$ cat src/rtl/fib_tx_arb2_if.sv
// Signal bundle between the two-channel fibre tx arbiter, its per-channel
// data / byte-count FIFOs and the FMAC tx and IPCS FIFOs.
interface fib_tx_arb2_if #(
  parameter int DATA_WIDTH = 64,
  parameter int BCNT_WIDTH = 32
);
  logic                  rdempty_wf0;
  logic                  rdempty_wcf0;
  logic [DATA_WIDTH-1:0] dataout_wf0;
  logic [BCNT_WIDTH-1:0] dataout_wcf0;
  logic                  rden_wf0;
  logic                  rden_wcf0;

  logic                  rdempty_wf1;
  logic                  rdempty_wcf1;
  logic [DATA_WIDTH-1:0] dataout_wf1;
  logic [BCNT_WIDTH-1:0] dataout_wcf1;
  logic                  rden_wf1;
  logic                  rden_wcf1;

  logic [12:0]           fib_mac_usedw;
  logic [DATA_WIDTH-1:0] fib_mac_data;
  logic                  fib_mac_wr;
  logic [DATA_WIDTH-1:0] fib_mac_ipcs_data;
  logic                  fib_mac_ipcs_wr;

  logic [1:0]            grant;
  logic                  pkt_done;
  logic                  err_zero;

  modport master (
    input  rdempty_wf0, rdempty_wcf0, dataout_wf0, dataout_wcf0,
           rdempty_wf1, rdempty_wcf1, dataout_wf1, dataout_wcf1,
           fib_mac_usedw,
    output rden_wf0, rden_wcf0, rden_wf1, rden_wcf1,
           fib_mac_data, fib_mac_wr, fib_mac_ipcs_data, fib_mac_ipcs_wr,
           grant, pkt_done, err_zero
  );

  modport slave (
    output rdempty_wf0, rdempty_wcf0, dataout_wf0, dataout_wcf0,
           rdempty_wf1, rdempty_wcf1, dataout_wf1, dataout_wcf1,
           fib_mac_usedw,
    input  rden_wf0, rden_wcf0, rden_wf1, rden_wcf1,
           fib_mac_data, fib_mac_wr, fib_mac_ipcs_data, fib_mac_ipcs_wr,
           grant, pkt_done, err_zero
  );
endinterface

$ cat src/rtl/fib_tx_arb2.sv
// Two-channel round-robin packet arbiter: reads a byte count, waits for FMAC
// space, writes the count word then forwards ceil(bcnt/8) qwords.
module fib_tx_arb2 #(
  parameter int DATA_WIDTH = 64,
  parameter int BCNT_WIDTH = 32
) (
  input  logic          clk_fib,
  input  logic          reset_,
  fib_tx_arb2_if.master bus
);

  typedef enum logic [5:0] {
    IDLE       = 6'b000001,
    CNT_RD     = 6'b000010,
    CNT_LAT    = 6'b000100,
    WAIT_SPACE = 6'b001000,
    DATA       = 6'b010000,
    DONE       = 6'b100000
  } state_t;

  state_t                state_r;
  logic                  ch_r;
  logic                  last_grant_r;
  logic                  zero_drop_r;
  logic                  rd_vld_r;
  logic [1:0]            grant_r;
  logic [1:0]            rden_wf_r;
  logic [1:0]            rden_wcf_r;
  logic [BCNT_WIDTH-1:0] cnt_word_r;
  logic [13:0]           qw_r;
  logic [13:0]           remaining_r;
  logic [DATA_WIDTH-1:0] mac_data_r;
  logic [DATA_WIDTH-1:0] ipcs_data_r;
  logic                  mac_wr_r;
  logic                  ipcs_wr_r;
  logic                  pkt_done_r;
  logic                  err_zero_r;

  logic                  req0_s;
  logic                  req1_s;
  logic                  empty_sel_s;
  logic                  pop_s;
  logic [DATA_WIDTH-1:0] data_sel_s;
  logic [BCNT_WIDTH-1:0] bcnt_sel_s;
  logic [16:0]           qw_sum_s;
  logic [13:0]           free_s;
  logic [13:0]           rem_next_s;

  // Channel muxing, qword count, FMAC free space and effective FIFO pops.
  always_comb begin
    req0_s = ~bus.rdempty_wf0 & ~bus.rdempty_wcf0;
    req1_s = ~bus.rdempty_wf1 & ~bus.rdempty_wcf1;
    if (ch_r) begin
      empty_sel_s = bus.rdempty_wf1;
      data_sel_s  = bus.dataout_wf1;
      bcnt_sel_s  = bus.dataout_wcf1;
    end else begin
      empty_sel_s = bus.rdempty_wf0;
      data_sel_s  = bus.dataout_wf0;
      bcnt_sel_s  = bus.dataout_wcf0;
    end
    // 17-bit sum so that bcnt=16'hFFFF rounds up to 8192 without wrapping
    qw_sum_s = {1'b0, bcnt_sel_s[15:0]} + 17'd7;
    free_s   = {1'b0, 13'h1FFF} - {1'b0, bus.fib_mac_usedw};
    // A read strobe issued into an empty FIFO is not a pop
    pop_s    = rden_wf_r[ch_r] & ~empty_sel_s;
    if (pop_s) begin
      rem_next_s = remaining_r - 14'd1;
    end else begin
      rem_next_s = remaining_r;
    end
  end

  // Packet FSM with all outputs registered.
  always_ff @(posedge clk_fib) begin
    if (!reset_) begin
      state_r      <= IDLE;
      ch_r         <= 1'b0;
      last_grant_r <= 1'b1;
      zero_drop_r  <= 1'b0;
      rd_vld_r     <= 1'b0;
      grant_r      <= 2'b00;
      rden_wf_r    <= 2'b00;
      rden_wcf_r   <= 2'b00;
      cnt_word_r   <= {BCNT_WIDTH{1'b0}};
      qw_r         <= 14'd0;
      remaining_r  <= 14'd0;
      mac_data_r   <= {DATA_WIDTH{1'b0}};
      ipcs_data_r  <= {DATA_WIDTH{1'b0}};
      mac_wr_r     <= 1'b0;
      ipcs_wr_r    <= 1'b0;
      pkt_done_r   <= 1'b0;
      err_zero_r   <= 1'b0;
    end else begin
      rden_wcf_r <= 2'b00;
      mac_wr_r   <= 1'b0;
      ipcs_wr_r  <= 1'b0;
      pkt_done_r <= 1'b0;
      err_zero_r <= 1'b0;
      rd_vld_r   <= pop_s;
      if (rd_vld_r) begin
        mac_data_r <= data_sel_s;
        mac_wr_r   <= 1'b1;
      end
      case (state_r)
        IDLE: begin
          if (req0_s && (!req1_s || last_grant_r)) begin
            ch_r       <= 1'b0;
            grant_r    <= 2'b01;
            rden_wcf_r <= 2'b01;
            state_r    <= CNT_RD;
          end else if (req1_s) begin
            ch_r       <= 1'b1;
            grant_r    <= 2'b10;
            rden_wcf_r <= 2'b10;
            state_r    <= CNT_RD;
          end else begin
            state_r <= IDLE;
          end
        end
        CNT_RD: begin
          state_r <= CNT_LAT;
        end
        CNT_LAT: begin
          cnt_word_r <= bcnt_sel_s;
          if (bcnt_sel_s[15:0] == 16'd0) begin
            err_zero_r  <= 1'b1;
            zero_drop_r <= 1'b1;
            state_r     <= DONE;
          end else begin
            zero_drop_r <= 1'b0;
            qw_r        <= qw_sum_s[16:3];
            remaining_r <= qw_sum_s[16:3];
            state_r     <= WAIT_SPACE;
          end
        end
        WAIT_SPACE: begin
          if (free_s > qw_r) begin
            mac_data_r       <= DATA_WIDTH'(cnt_word_r);
            mac_wr_r         <= 1'b1;
            ipcs_data_r      <= DATA_WIDTH'(cnt_word_r) << (DATA_WIDTH - BCNT_WIDTH);
            ipcs_wr_r        <= 1'b1;
            rden_wf_r[ch_r]  <= ~empty_sel_s;
            state_r          <= DATA;
          end else begin
            state_r <= WAIT_SPACE;
          end
        end
        DATA: begin
          remaining_r     <= rem_next_s;
          rden_wf_r[ch_r] <= (rem_next_s != 14'd0) & ~empty_sel_s;
          // remaining_r==0 implies no read in flight beyond the write issued now
          if (remaining_r == 14'd0) begin
            state_r <= DONE;
          end else begin
            state_r <= DATA;
          end
        end
        DONE: begin
          pkt_done_r   <= ~zero_drop_r;
          last_grant_r <= ch_r;
          grant_r      <= 2'b00;
          rden_wf_r    <= 2'b00;
          state_r      <= IDLE;
        end
        default: begin
          grant_r   <= 2'b00;
          rden_wf_r <= 2'b00;
          state_r   <= IDLE;
        end
      endcase
    end
  end

  assign bus.rden_wf0          = rden_wf_r[0];
  assign bus.rden_wf1          = rden_wf_r[1];
  assign bus.rden_wcf0         = rden_wcf_r[0];
  assign bus.rden_wcf1         = rden_wcf_r[1];
  assign bus.fib_mac_data      = mac_data_r;
  assign bus.fib_mac_wr        = mac_wr_r;
  assign bus.fib_mac_ipcs_data = ipcs_data_r;
  assign bus.fib_mac_ipcs_wr   = ipcs_wr_r;
  assign bus.grant             = grant_r;
  assign bus.pkt_done          = pkt_done_r;
  assign bus.err_zero          = err_zero_r;

endmodule

$ cat src/flat_wrapper.sv
// flat-port wrapper written by rule: the top's interface ports become plain ports
module fib_tx_arb2_flat 
#(
  parameter int DATA_WIDTH = 64,
  parameter int BCNT_WIDTH = 32
)
  (clk_fib, reset_, bus_rdempty_wf0, bus_rdempty_wcf0, bus_dataout_wf0, bus_dataout_wcf0, bus_rdempty_wf1, bus_rdempty_wcf1, bus_dataout_wf1, bus_dataout_wcf1, bus_fib_mac_usedw, bus_rden_wf0, bus_rden_wcf0, bus_rden_wf1, bus_rden_wcf1, bus_fib_mac_data, bus_fib_mac_wr, bus_fib_mac_ipcs_data, bus_fib_mac_ipcs_wr, bus_grant, bus_pkt_done, bus_err_zero);
  fib_tx_arb2_if #(.DATA_WIDTH(DATA_WIDTH), .BCNT_WIDTH(BCNT_WIDTH)) bus_i ();
  input  logic clk_fib;
  input  logic reset_;
  input wire logic [$bits(bus_i.rdempty_wf0)-1:0] bus_rdempty_wf0;
  input wire logic [$bits(bus_i.rdempty_wcf0)-1:0] bus_rdempty_wcf0;
  input wire logic [$bits(bus_i.dataout_wf0)-1:0] bus_dataout_wf0;
  input wire logic [$bits(bus_i.dataout_wcf0)-1:0] bus_dataout_wcf0;
  input wire logic [$bits(bus_i.rdempty_wf1)-1:0] bus_rdempty_wf1;
  input wire logic [$bits(bus_i.rdempty_wcf1)-1:0] bus_rdempty_wcf1;
  input wire logic [$bits(bus_i.dataout_wf1)-1:0] bus_dataout_wf1;
  input wire logic [$bits(bus_i.dataout_wcf1)-1:0] bus_dataout_wcf1;
  input wire logic [$bits(bus_i.fib_mac_usedw)-1:0] bus_fib_mac_usedw;
  output wire logic [$bits(bus_i.rden_wf0)-1:0] bus_rden_wf0;
  output wire logic [$bits(bus_i.rden_wcf0)-1:0] bus_rden_wcf0;
  output wire logic [$bits(bus_i.rden_wf1)-1:0] bus_rden_wf1;
  output wire logic [$bits(bus_i.rden_wcf1)-1:0] bus_rden_wcf1;
  output wire logic [$bits(bus_i.fib_mac_data)-1:0] bus_fib_mac_data;
  output wire logic [$bits(bus_i.fib_mac_wr)-1:0] bus_fib_mac_wr;
  output wire logic [$bits(bus_i.fib_mac_ipcs_data)-1:0] bus_fib_mac_ipcs_data;
  output wire logic [$bits(bus_i.fib_mac_ipcs_wr)-1:0] bus_fib_mac_ipcs_wr;
  output wire logic [$bits(bus_i.grant)-1:0] bus_grant;
  output wire logic [$bits(bus_i.pkt_done)-1:0] bus_pkt_done;
  output wire logic [$bits(bus_i.err_zero)-1:0] bus_err_zero;
  assign bus_i.rdempty_wf0 = bus_rdempty_wf0;
  assign bus_i.rdempty_wcf0 = bus_rdempty_wcf0;
  assign bus_i.dataout_wf0 = bus_dataout_wf0;
  assign bus_i.dataout_wcf0 = bus_dataout_wcf0;
  assign bus_i.rdempty_wf1 = bus_rdempty_wf1;
  assign bus_i.rdempty_wcf1 = bus_rdempty_wcf1;
  assign bus_i.dataout_wf1 = bus_dataout_wf1;
  assign bus_i.dataout_wcf1 = bus_dataout_wcf1;
  assign bus_i.fib_mac_usedw = bus_fib_mac_usedw;
  assign bus_rden_wf0 = bus_i.rden_wf0;
  assign bus_rden_wcf0 = bus_i.rden_wcf0;
  assign bus_rden_wf1 = bus_i.rden_wf1;
  assign bus_rden_wcf1 = bus_i.rden_wcf1;
  assign bus_fib_mac_data = bus_i.fib_mac_data;
  assign bus_fib_mac_wr = bus_i.fib_mac_wr;
  assign bus_fib_mac_ipcs_data = bus_i.fib_mac_ipcs_data;
  assign bus_fib_mac_ipcs_wr = bus_i.fib_mac_ipcs_wr;
  assign bus_grant = bus_i.grant;
  assign bus_pkt_done = bus_i.pkt_done;
  assign bus_err_zero = bus_i.err_zero;
  fib_tx_arb2 #(.DATA_WIDTH(DATA_WIDTH), .BCNT_WIDTH(BCNT_WIDTH)) u_core (.clk_fib(clk_fib), .reset_(reset_), .bus(bus_i));
endmodule
$ cat config.mk
export PLATFORM = sky130hd
export DESIGN_NAME = fib_tx_arb2_flat
export DESIGN_NICKNAME = d
export VERILOG_FILES = /design/src/rtl/fib_tx_arb2_if.sv /design/src/rtl/fib_tx_arb2.sv /design/src/flat_wrapper.sv
export SDC_FILE = /design/constraint.sdc
export NUM_CORES = 1
export LEC_CHECK = 0
export ABC_AREA = 1
export CAP_MARGIN = 10
export CORE_MARGIN = 2
export CORE_UTILIZATION = 40
export CTS_BUF_LIST = sky130_fd_sc_hd__clkbuf_8
export DETAILED_ROUTE_END_ITERATION = 16
export PLACE_DENSITY_LB_ADDON = 0.1
export SYNTH_ARGS = -nofsm -noshare
export SYNTH_HDL_FRONTEND = slang
export SYNTH_SLANG_ARGS = --single-unit
$ cat constraint.sdc
create_clock -name clk_fib -period 5.23 [get_ports clk_fib]
set_input_delay 1.046 -clock clk_fib [delete_from_list [all_inputs] [get_ports clk_fib]]
set_output_delay 1.046 -clock clk_fib [all_outputs]
set_load 0.01 [all_outputs]
Yosys cells after proc, flatten, opt, wreduce, memory -nomap -nowiden
Cells that the tools add are included.

word-level totals
  register bits = 176
  bits in latches = 0
  bits in writable memories = 0
  ROM bits = 0
  bits of input ports = 211
  output and inout bits = 138
  logic and storage cells = 105
  memories kept = 0

operators by class
  add/sub/neg operators = 3
  $mul = 0
  divide/modulo/power cells = 0
  magnitude comparators = 3
  equality and inequality tests = 9
  shift-type cells = 0
  multiplexer cells = 35
  bitwise operators = 15
  reduce and logical (&&, ||, !) cells = 22

operators with widths
  operator                  count
  $mux W64                  4
  $mux W32                  1
  $pmux W6 S5               1
  $mux W14                  2
  $pmux W14 S2              1
  $reduce_and A2 Y1         10
  $mux W6                   3
  $add A16 B3 Y17 const B   1
  $logic_not A16 Y1         1
  $gt A14 B14 Y1            1
  $logic_not A14 Y1         1
  $reduce_bool A14 Y1       1
  $sub A13 B13 Y14 const A  1
  $sub A14 B1 Y14 const B   1
  $mux W1                   12
  $not A1 Y1                11
  $mux W2                   5
  $eq A6 B1 Y1 const B      1
  $eq A6 B2 Y1 const B      1
  $eq A6 B3 Y1 const B      1
  $eq A6 B4 Y1 const B      1
  $eq A6 B5 Y1 const B      1
  $eq A6 B6 Y1 const B      1
  $pmux W2 S3               1
  other kinds (16)          23

Longest topological paths before layout
Gate-level depths: netlist of the first run.

  depth after elaboration = 8
  depth in mapped cells = 17
  gate-level depth less buffers = 16

Worst setup path before layout of the first run
OpenSTA, ideal clock, no wires.

  path type = input to register
  from = in bus_fib_mac_usedw[1]
  to = reg u_core.ipcs_data_r[59] (netlist: u_core.bus.fib_mac_ipcs_data[59])
  library setup time = 0.071 ns
  arrival = 2.643 ns
  data required time = 5.159 ns
  setup slack = 2.517 ns
  stages on the path = 13
  path buffers = 2
  path through = inv_1 ha_1 inv_1 nor2_1 o21ai_0 o211ai_1 nand2_1 o211ai_1 nand3_1 buf_2 buf_1 nand2_1 a21oi_1

on the way
  cells in the longest elaborated chain, start to end = 3

RTL lines
  item                         line                text
  from (decl)                  flat_wrapper.sv:19  input wire logic [$bits(bus_i.fib_mac_usedw)-1:0] bus_fib_mac_usedw;
  $sub A13 B13 Y14             fib_tx_arb2.sv:64   free_s = {1'b0, 13'h1FFF} - {1'b0, bus.fib_mac_usedw};
  $gt A14 B14 Y1               fib_tx_arb2.sv:138  if (free_s > qw_r) begin
  $reduce_and A2 Y1 (no line)  --
  to (signal assigned)         fib_tx_arb2.sv:89   ipcs_data_r <= {DATA_WIDTH{1'b0}};
  to (signal assigned)         fib_tx_arb2.sv:141  ipcs_data_r <= DATA_WIDTH'(cnt_word_r) << (DATA_WIDTH - BCNT_WIDTH);
  to (decl)                    fib_tx_arb2.sv:33   logic [DATA_WIDTH-1:0] ipcs_data_r;

Every way passes these cells.
A chain may end at the register's enable or synchronous reset.

Final worst setup path of the first run
  from = in bus_fib_mac_usedw[5]
  to = reg u_core.mac_data_r[12] (netlist: u_core.bus.fib_mac_data[12])

on the way
  cells in the longest elaborated chain, start to end = 4

RTL lines
  item                  line                text
  $sub A13 B13 Y14      fib_tx_arb2.sv:64
  $gt A14 B14 Y1        fib_tx_arb2.sv:138
  $mux W64              fib_tx_arb2.sv:138
  $mux W64              fib_tx_arb2.sv:105  case (state_r)
  to (signal assigned)  fib_tx_arb2.sv:88   mac_data_r <= {DATA_WIDTH{1'b0}};
  to (signal assigned)  fib_tx_arb2.sv:102  mac_data_r <= data_sel_s;
  to (signal assigned)  fib_tx_arb2.sv:139  mac_data_r <= DATA_WIDTH'(cnt_word_r);
  to (decl)             fib_tx_arb2.sv:32   logic [DATA_WIDTH-1:0] mac_data_r;

Every way passes these cells.

==> results.yml, run 1 <==
routing:
  drt-pass1-iter-count: 6
  antenna_violating_nets_post_route: 0
  detail_route.wl_per_cell_um: 16.5
  vias: 9417
  routed_via_density: 5.08
  detail_route.drc_violations: 0
  first_iter_violations: 750
  wirelength_mm: 30.7
placed_design:
  port-buffer-count: 316
  place.detailed.hpwl_mm: 22.0
  final_replace_weighted_congestion: 0.912
  placed_cell_area_sq_mm: 0.0120
timing:
  fmax_mhz: 266
  finalSetupViolations: 0
  post-route-period-util_pct: 71.8
  setup-tns-final_ns: 0
  slew-limit-headroom_pct: 36.5
  tightestPinTransition_ns: 0.952
  post_layout_min_period_ns: 3.75
  timing.clock.skew_ns: 0.0204
  rsz0062_at_grt: "no"
  hold_viol_final: 0
  timing.final.max_slew_violations: 0
min_path:
  holdPathStages: 1
  worst_hold_path.endpoint: "u_core.bus.pkt_done$_SDFF_PN0_"
  hold_start: "u_core.zero_drop_r$_SDFFE_PN0N_"
  min-delay-path-class: "reg -> reg"
global_route:
  global_route.overflow_total: 0
  via_count_of_the_first_global_routing_pass: 8741
  grt_usage_pct: 25.5
  largest_net_degree_at_the_start_of_global_routing: 72
  antenna_found_initial: 0
  grt_first_pass_wirelength_mm: 48.0
outcome:
  run_status: "finished, final reports clean"
clock_tree:
  clock_tree_from_tritoncts: "built"
  clk_pin_slew_worst_paths_ns: 0.10
  post-cts-setup-buffer-count: 0
  insertion_delay_ns: 0.47
  cts-root-buf: "clkbuf_8"
  clock_sink_count: 176
  cts_resized: 0
  clock_tree.htree_level_count: 4
  clock_path_buffers: 2
  cts-hold-fix-buffers: 0
  cts-buffers-inserted: 17
pwr:
  power_leakage_nw: 4.65
  power-per-cell-area_mw_per_mm2: 232
  comb_power_share_pct: 20.1
  share_of_total_power_consumed_by_net_switching_pct: 30.5
  cellInternalPower_mw: 2.00
  power.net_switching_uw: 878
  max-vdd-ir-drop_mv: 0.168
  p_seq_share_pct: 48.6
  power.clock.fraction_pct: 31.3
synthesis:
  synthTopCellsByCount: "305 x nand2_1, 176 x dfxtp_1, 160 x nor2_1, 114 x a21oi_1, 82 x inv_1"
  synth_top_flop_cell: "dfxtp_1"
  async_flop_share_pct: 0
  average_cell_area_after_synthesis_sq_um: 6.86
  yosysUniqueCellTypes: 40
  synth_edf_count: 0
  yosys.area.top_type: "dfxtp_1"
  dominant_cell_by_count_in_the_synthesized_netlist: "nand2_1"
  ys_top_cells_by_area: "dfxtp_1 40%, nand2_1 13%, nor2_1 6.8%"
  synth-seq-cells: 176
  synth_top_cell_area_share_pct: 39.8
  syn_inst: 1290
  synth_area_sq_mm: 0.00885
  yosysSeqAreaShare_pct: 39.8
  synthesis.yosys.warnings: 0
setup_path:
  rr_worst_depth: 12
  rr_startpoint: "u_core.qw_r[5]$_SDFFE_PN0P_"
  required_ns: 5.63
  r2r_end: "u_core.bus.fib_mac_data[12]$_SDFF_PN0_"
  timing_worst_setup_path_type: "in -> reg"
  worst-path-max-fanout: 64
  worstSetupStartpointType: "input port"
  timing.critical_path.arrival_ns: 4.16
  regToRegSetupSlack_ns: 2.14
  worstSetupEndpointType: "flop"
finish:
  final_cell_area_sq_mm: 0.0124
  area_growth_pct: 40.1
  total_number_of_nets_in_the_final_design: 1786
  share_of_layout_cells_above_drive_strength_1_pct: 6.67
  diodes: 0
floorplan:
  fp.coreArea_sq_mm: 0.0218
  die_area_sq_mm: 0.0233
  io_pins: 349
  chipHeight_um: 153
  core.rowCount: 54
  floorplan.initialDensity_pct: 40.7
  die_width_um: 153
job:
  max_cap_viol_count: 0
[how the worst max path moves through the flow]
stage	slack [ns]	end	cells after the start	from
global placement	1.13	u_core.bus.fib_mac_data[15]$_SDFF_PN0_	13	bus_fib_mac_usedw[5]
finish	1.48	u_core.bus.fib_mac_data[12]$_SDFF_PN0_	13	bus_fib_mac_usedw[5]
detailed placement	0.99	u_core.bus.fib_mac_data[4]$_SDFF_PN0_	13	bus_fib_mac_usedw[5]
floorplan	2.52	u_core.bus.fib_mac_ipcs_data[59]$_SDFFE_PN0P_	13	bus_fib_mac_usedw[1]
CTS	1.48	u_core.bus.fib_mac_data[4]$_SDFF_PN0_	13	bus_fib_mac_usedw[5]
global route	1.15	u_core.bus.fib_mac_data[0]$_SDFF_PN0_	13	bus_fib_mac_usedw[5]
[metal layers]
metal  vias up  wire (um)  share of wire, %  track usage [%]
li1       4737          -                 -                -
met1      4316      13700                45             33.8
met2       320      14300                47             41.8
met3        44       1960               6.4             5.09
met4         0        705               2.3             7.98
met5         -          0                 0                0
[power by group through the flow]
stage	clock network [mW]	logic, mW	registers (mW)
after floorplan	0	0.291	1.44
after global placement	0	0.571	1.43
after detailed placement	0	0.574	1.43
after CTS	0.923	0.577	1.40
after global routing	0.971	0.636	1.41
final	0.900	0.578	1.40
[registers in the layout (all words and copies together), names as in the netlist, 2 cells and up]
name	flops
u_core.rden_wcf_r	2
u_core.remaining_r	14
u_core.bus.fib_mac_ipcs_data	32
u_core.state_r	6
u_core.bus.fib_mac_data	64
u_core.qw_r	14
u_core.cnt_word_r	32
u_core.bus.grant	2
u_core.rden_wf_r	2
[per-stage QoR]
step	hold slack (ns)	power (mW)	setup slack [ns]	utilization [%]	instances
after floorplan	0.396	1.73	2.52	-	1321
after global placement	0.426	2.00	1.13	55.3	1822
after detailed placement	0.417	2.01	0.992	55.3	1822
after CTS	0.435	2.90	1.48	57.0	1854
after global routing	0.451	3.01	1.15	57.0	1854
final	0.437	2.88	1.48	57.0	1854
[logic make-up (layout without fill, tap and decap cells)]
logic type               Yosys count  in the layout  share of synthesized area, %
AO/OA/AOI/OAI                    289            289                          18.5
adder cells (fa/ha/maj)           14             14                          1.98
flip-flops                       176            176                          39.8
other                              1             32                        0.0424
AND/OR/NAND/NOR                  610            610                          29.3
XOR/XNOR                           2              2                         0.198
buffers and inverters            198            451                          10.2
[final cells by class]
class,instances,area [sq um]
multi-input cells,947,4550
well taps,280,350
fillers,2161,9360
clock inverters,15,129
inverters,90,344
clock buffers,17,234
flip-flops and latches,176,3530
repair buffers,329,3260
[cell usage in the layout, fill, tap and decap left out, types with 38 or more instances in the layout]
cell type / n
nand3_1: 65
clkdlybuf4s50_1: 316
or2_2: 38
inv_1: 83
nand2_1: 305
dfxtp_1: 175
a21oi_1: 114
nor2_1: 160
a31oi_1: 54
o21ai_0: 64
[worst max-delay path, stage by stage]
cell and delay [ns]:
clkdlybuf4s50_1 0.46, inv_1 0.04, ha_1 0.28, nand2_1 0.09
nor2_1 0.13, o21ai_0 0.10, o211ai_1 0.08, nand2_1 0.07
o211ai_1 0.17, nand3_4 0.38, inv_2 0.83, nand2_1 0.21
a31oi_1 0.21
No activity file was read; power rests on OpenSTA's default activity.
==> run 2: changes to the inputs <==
==> constraint.sdc (replaced) <==
create_clock -name clk_fib -period 3.3 [get_ports clk_fib]
set_input_delay 0.66 -clock clk_fib [delete_from_list [all_inputs] [get_ports clk_fib]]
set_output_delay 0.66 -clock clk_fib [all_outputs]
set_load 0.01 [all_outputs]
==> run 2 against run 1 <==
Final cell count increased by 0.38%; wire length up 1.6%; global-route usage is 0.25 points higher; die area unchanged; register-to-register slack got worse by 1.5 ns; via count up 0.92%; count of clock-buffer cells in the layout is 1 higher; sequential cell count unchanged; critical endpoint is now u_core.remaining_r[3]$_SDFFE_PN0P_.
==> results.yml, run 2 (synthesis results as in run 1) <==
outcome:
  run_status: "finished, final reports clean"
min_path:
  min-delay-path-class: "reg -> reg"
  hold_start: "u_core.bus.grant[0]$_SDFFE_PN0P_"
finish:
  final-instance-count-excl-fill: 1861
  total_number_of_nets_in_the_final_design: 1791
  share_of_layout_cells_above_drive_strength_1_pct: 6.97
  largest_register_ff_count: 64
  most_common_cell_after_layout_fill_and_taps_aside: "clkdlybuf4s50_1"
  fillerInstances: 2149
  mostFrequentLayoutCells: "316 x clkdlybuf4s50_1, 305 x nand2_1, 175 x dfxtp_1, 160 x nor2_1, 114 x a21oi_1"
  area_growth_pct: 41.6
timing:
  timing.clock.skew_ns: 0.0169
  slew-limit-headroom_pct: 53.9
  post_layout_min_period_ns: 2.69
  post-route-period-util_pct: 81.5
  setup-tns-final_ns: 0
  fmax_mhz: 372
  finalSetupViolations: 0
  timing.final.max_slew_violations: 0
  hold_viol_final: 0
  tightestPinTransition_ns: 0.685
  rsz0062_at_grt: "no"
routing:
  wirelength_mm: 31.1
  first_iter_violations: 713
  routed_via_density: 5.11
  drt-pass1-iter-count: 5
  detail_route.drc_violations: 0
  antenna_violating_nets_post_route: 0
  detail_route.wl_per_cell_um: 16.7
  vias: 9504
setup_path:
  critical-path-top-delay-family: "simple AND/OR/NAND/NOR gates"
  cp_slowest_cell: "dfxtp_4"
  worst-path-max-fanout: 26
  rr_startpoint: "u_core.ch_r$_SDFFE_PN0P_"
  required_ns: 3.68
  setup.worst_path.start: "u_core.ch_r$_SDFFE_PN0P_"
  timing_worst_setup_path_type: "reg -> reg"
  buffer_and_inverter_count_on_the_worst_path: 4
  worstSetupStartpointType: "flop"
  worstSetupEndpointType: "flop"
  worstPathCellList: "inv_2 -> or2_1 -> o21ai_1 -> inv_2 -> nor3_2 -> nand3_1 -> nand2_4 -> inv_4 -> nand3_1 -> o211ai_1 -> nand2_1 -> inv_1"
  timing.critical_path.arrival_ns: 3.07
  cpPeakStageDelay_ns: 0.56
pwr:
  max-vdd-ir-drop_mv: 0.242
  power-per-cell-area_mw_per_mm2: 373
  power_leakage_nw: 4.72
clock_tree:
  cts-buffers-inserted: 17
  clock_path_buffers: 2
  clock_sink_count: 176
  clock_tree.htree_level_count: 4
  clock_tree_from_tritoncts: "built"
  post-cts-setup-buffer-count: 0
  cts-root-buf: "clkbuf_8"
  clk_pin_slew_worst_paths_ns: 0.10
  cts_resized: 0
  cts-hold-fix-buffers: 0
  insertion_delay_ns: 0.47
placed_design:
  numPlacedInstances: 1827
  place.detailed.hpwl_mm: 22.6
  final_replace_weighted_congestion: 0.936
  port-buffer-count: 316
floorplan:
  chipHeight_um: 153
  io_pins: 349
  core.rowCount: 54
  floorplan.initialDensity_pct: 40.7
  die_width_um: 153
  fp.coreArea_sq_mm: 0.0218
  die_area_sq_mm: 0.0233
global_route:
  via_count_of_the_first_global_routing_pass: 8722
  largest_net_degree_at_the_start_of_global_routing: 97
  grt_first_pass_wirelength_mm: 48.3
  antenna_found_initial: 2
  global_route.overflow_total: 0
  grt_usage_pct: 25.7
job:
  max_cap_viol_count: 0
## run 2: layer usage
metal	vias to the layer above	global-route usage (%)	share of wire [%]
met5	-	0	0
met4	0	8.07	1.9
met3	35	5.06	6.2
met2	335	42.4	47
met1	4384	34.0	45
li1	4750	-	-
## run 2: final timing paths
check | end | slack (ns) | cells after the start
hold reg to reg | u_core.bus.grant[0]$_SDFFE_PN0P_ | 0.47 | 2
setup / recovery | u_core.remaining_r[3]$_SDFFE_PN0P_ | 0.61 | 12
hold / removal | u_core.bus.grant[0]$_SDFFE_PN0P_ | 0.47 | 2
setup reg to reg | u_core.remaining_r[3]$_SDFFE_PN0P_ | 0.61 | 12
## run 2: through the flow
step | power, mW | hold slack [ns] | cell area [sq um] | setup WS [ns] | util (%)
floorplan | 2.74 | 0.396 | 8970 | 0.973 | -
global placement | 3.18 | 0.448 | 12100 | 0.260 | 55.8
detailed placement | 3.19 | 0.454 | 12100 | 0.187 | 55.8
CTS | 4.70 | 0.468 | 12500 | 0.590 | 57.6
global route | 4.90 | 0.485 | 12500 | 0.363 | 57.6
finish | 4.68 | 0.467 | 12500 | 0.610 | 57.6
## run 2: area by class of cell
cell class              instances  area [sq um]  area share, %
flip-flops and latches        176          3530           28.1
clock buffers                  18           248           1.98
diodes                          2          5.00         0.0399
well taps                     280           350           2.80
clock inverters                14           146           1.17
multi-input cells             947          4550           36.3
repair buffers                334          3360           26.8
inverters                      90           344           2.75
## run 2: tightest hold or removal path, stage by stage, from the launching register on
cell and delay [ns]:
dfxtp_1 0.32, nand2_1 0.06, a21oi_1 0.05
## run 2: report_power, final
group / total, mW / switching [mW] / internal (mW)
registers: 2.22 / 0.0387 / 2.18
clock network: 1.53 / 0.889 / 0.644
logic: 0.928 / 0.473 / 0.455
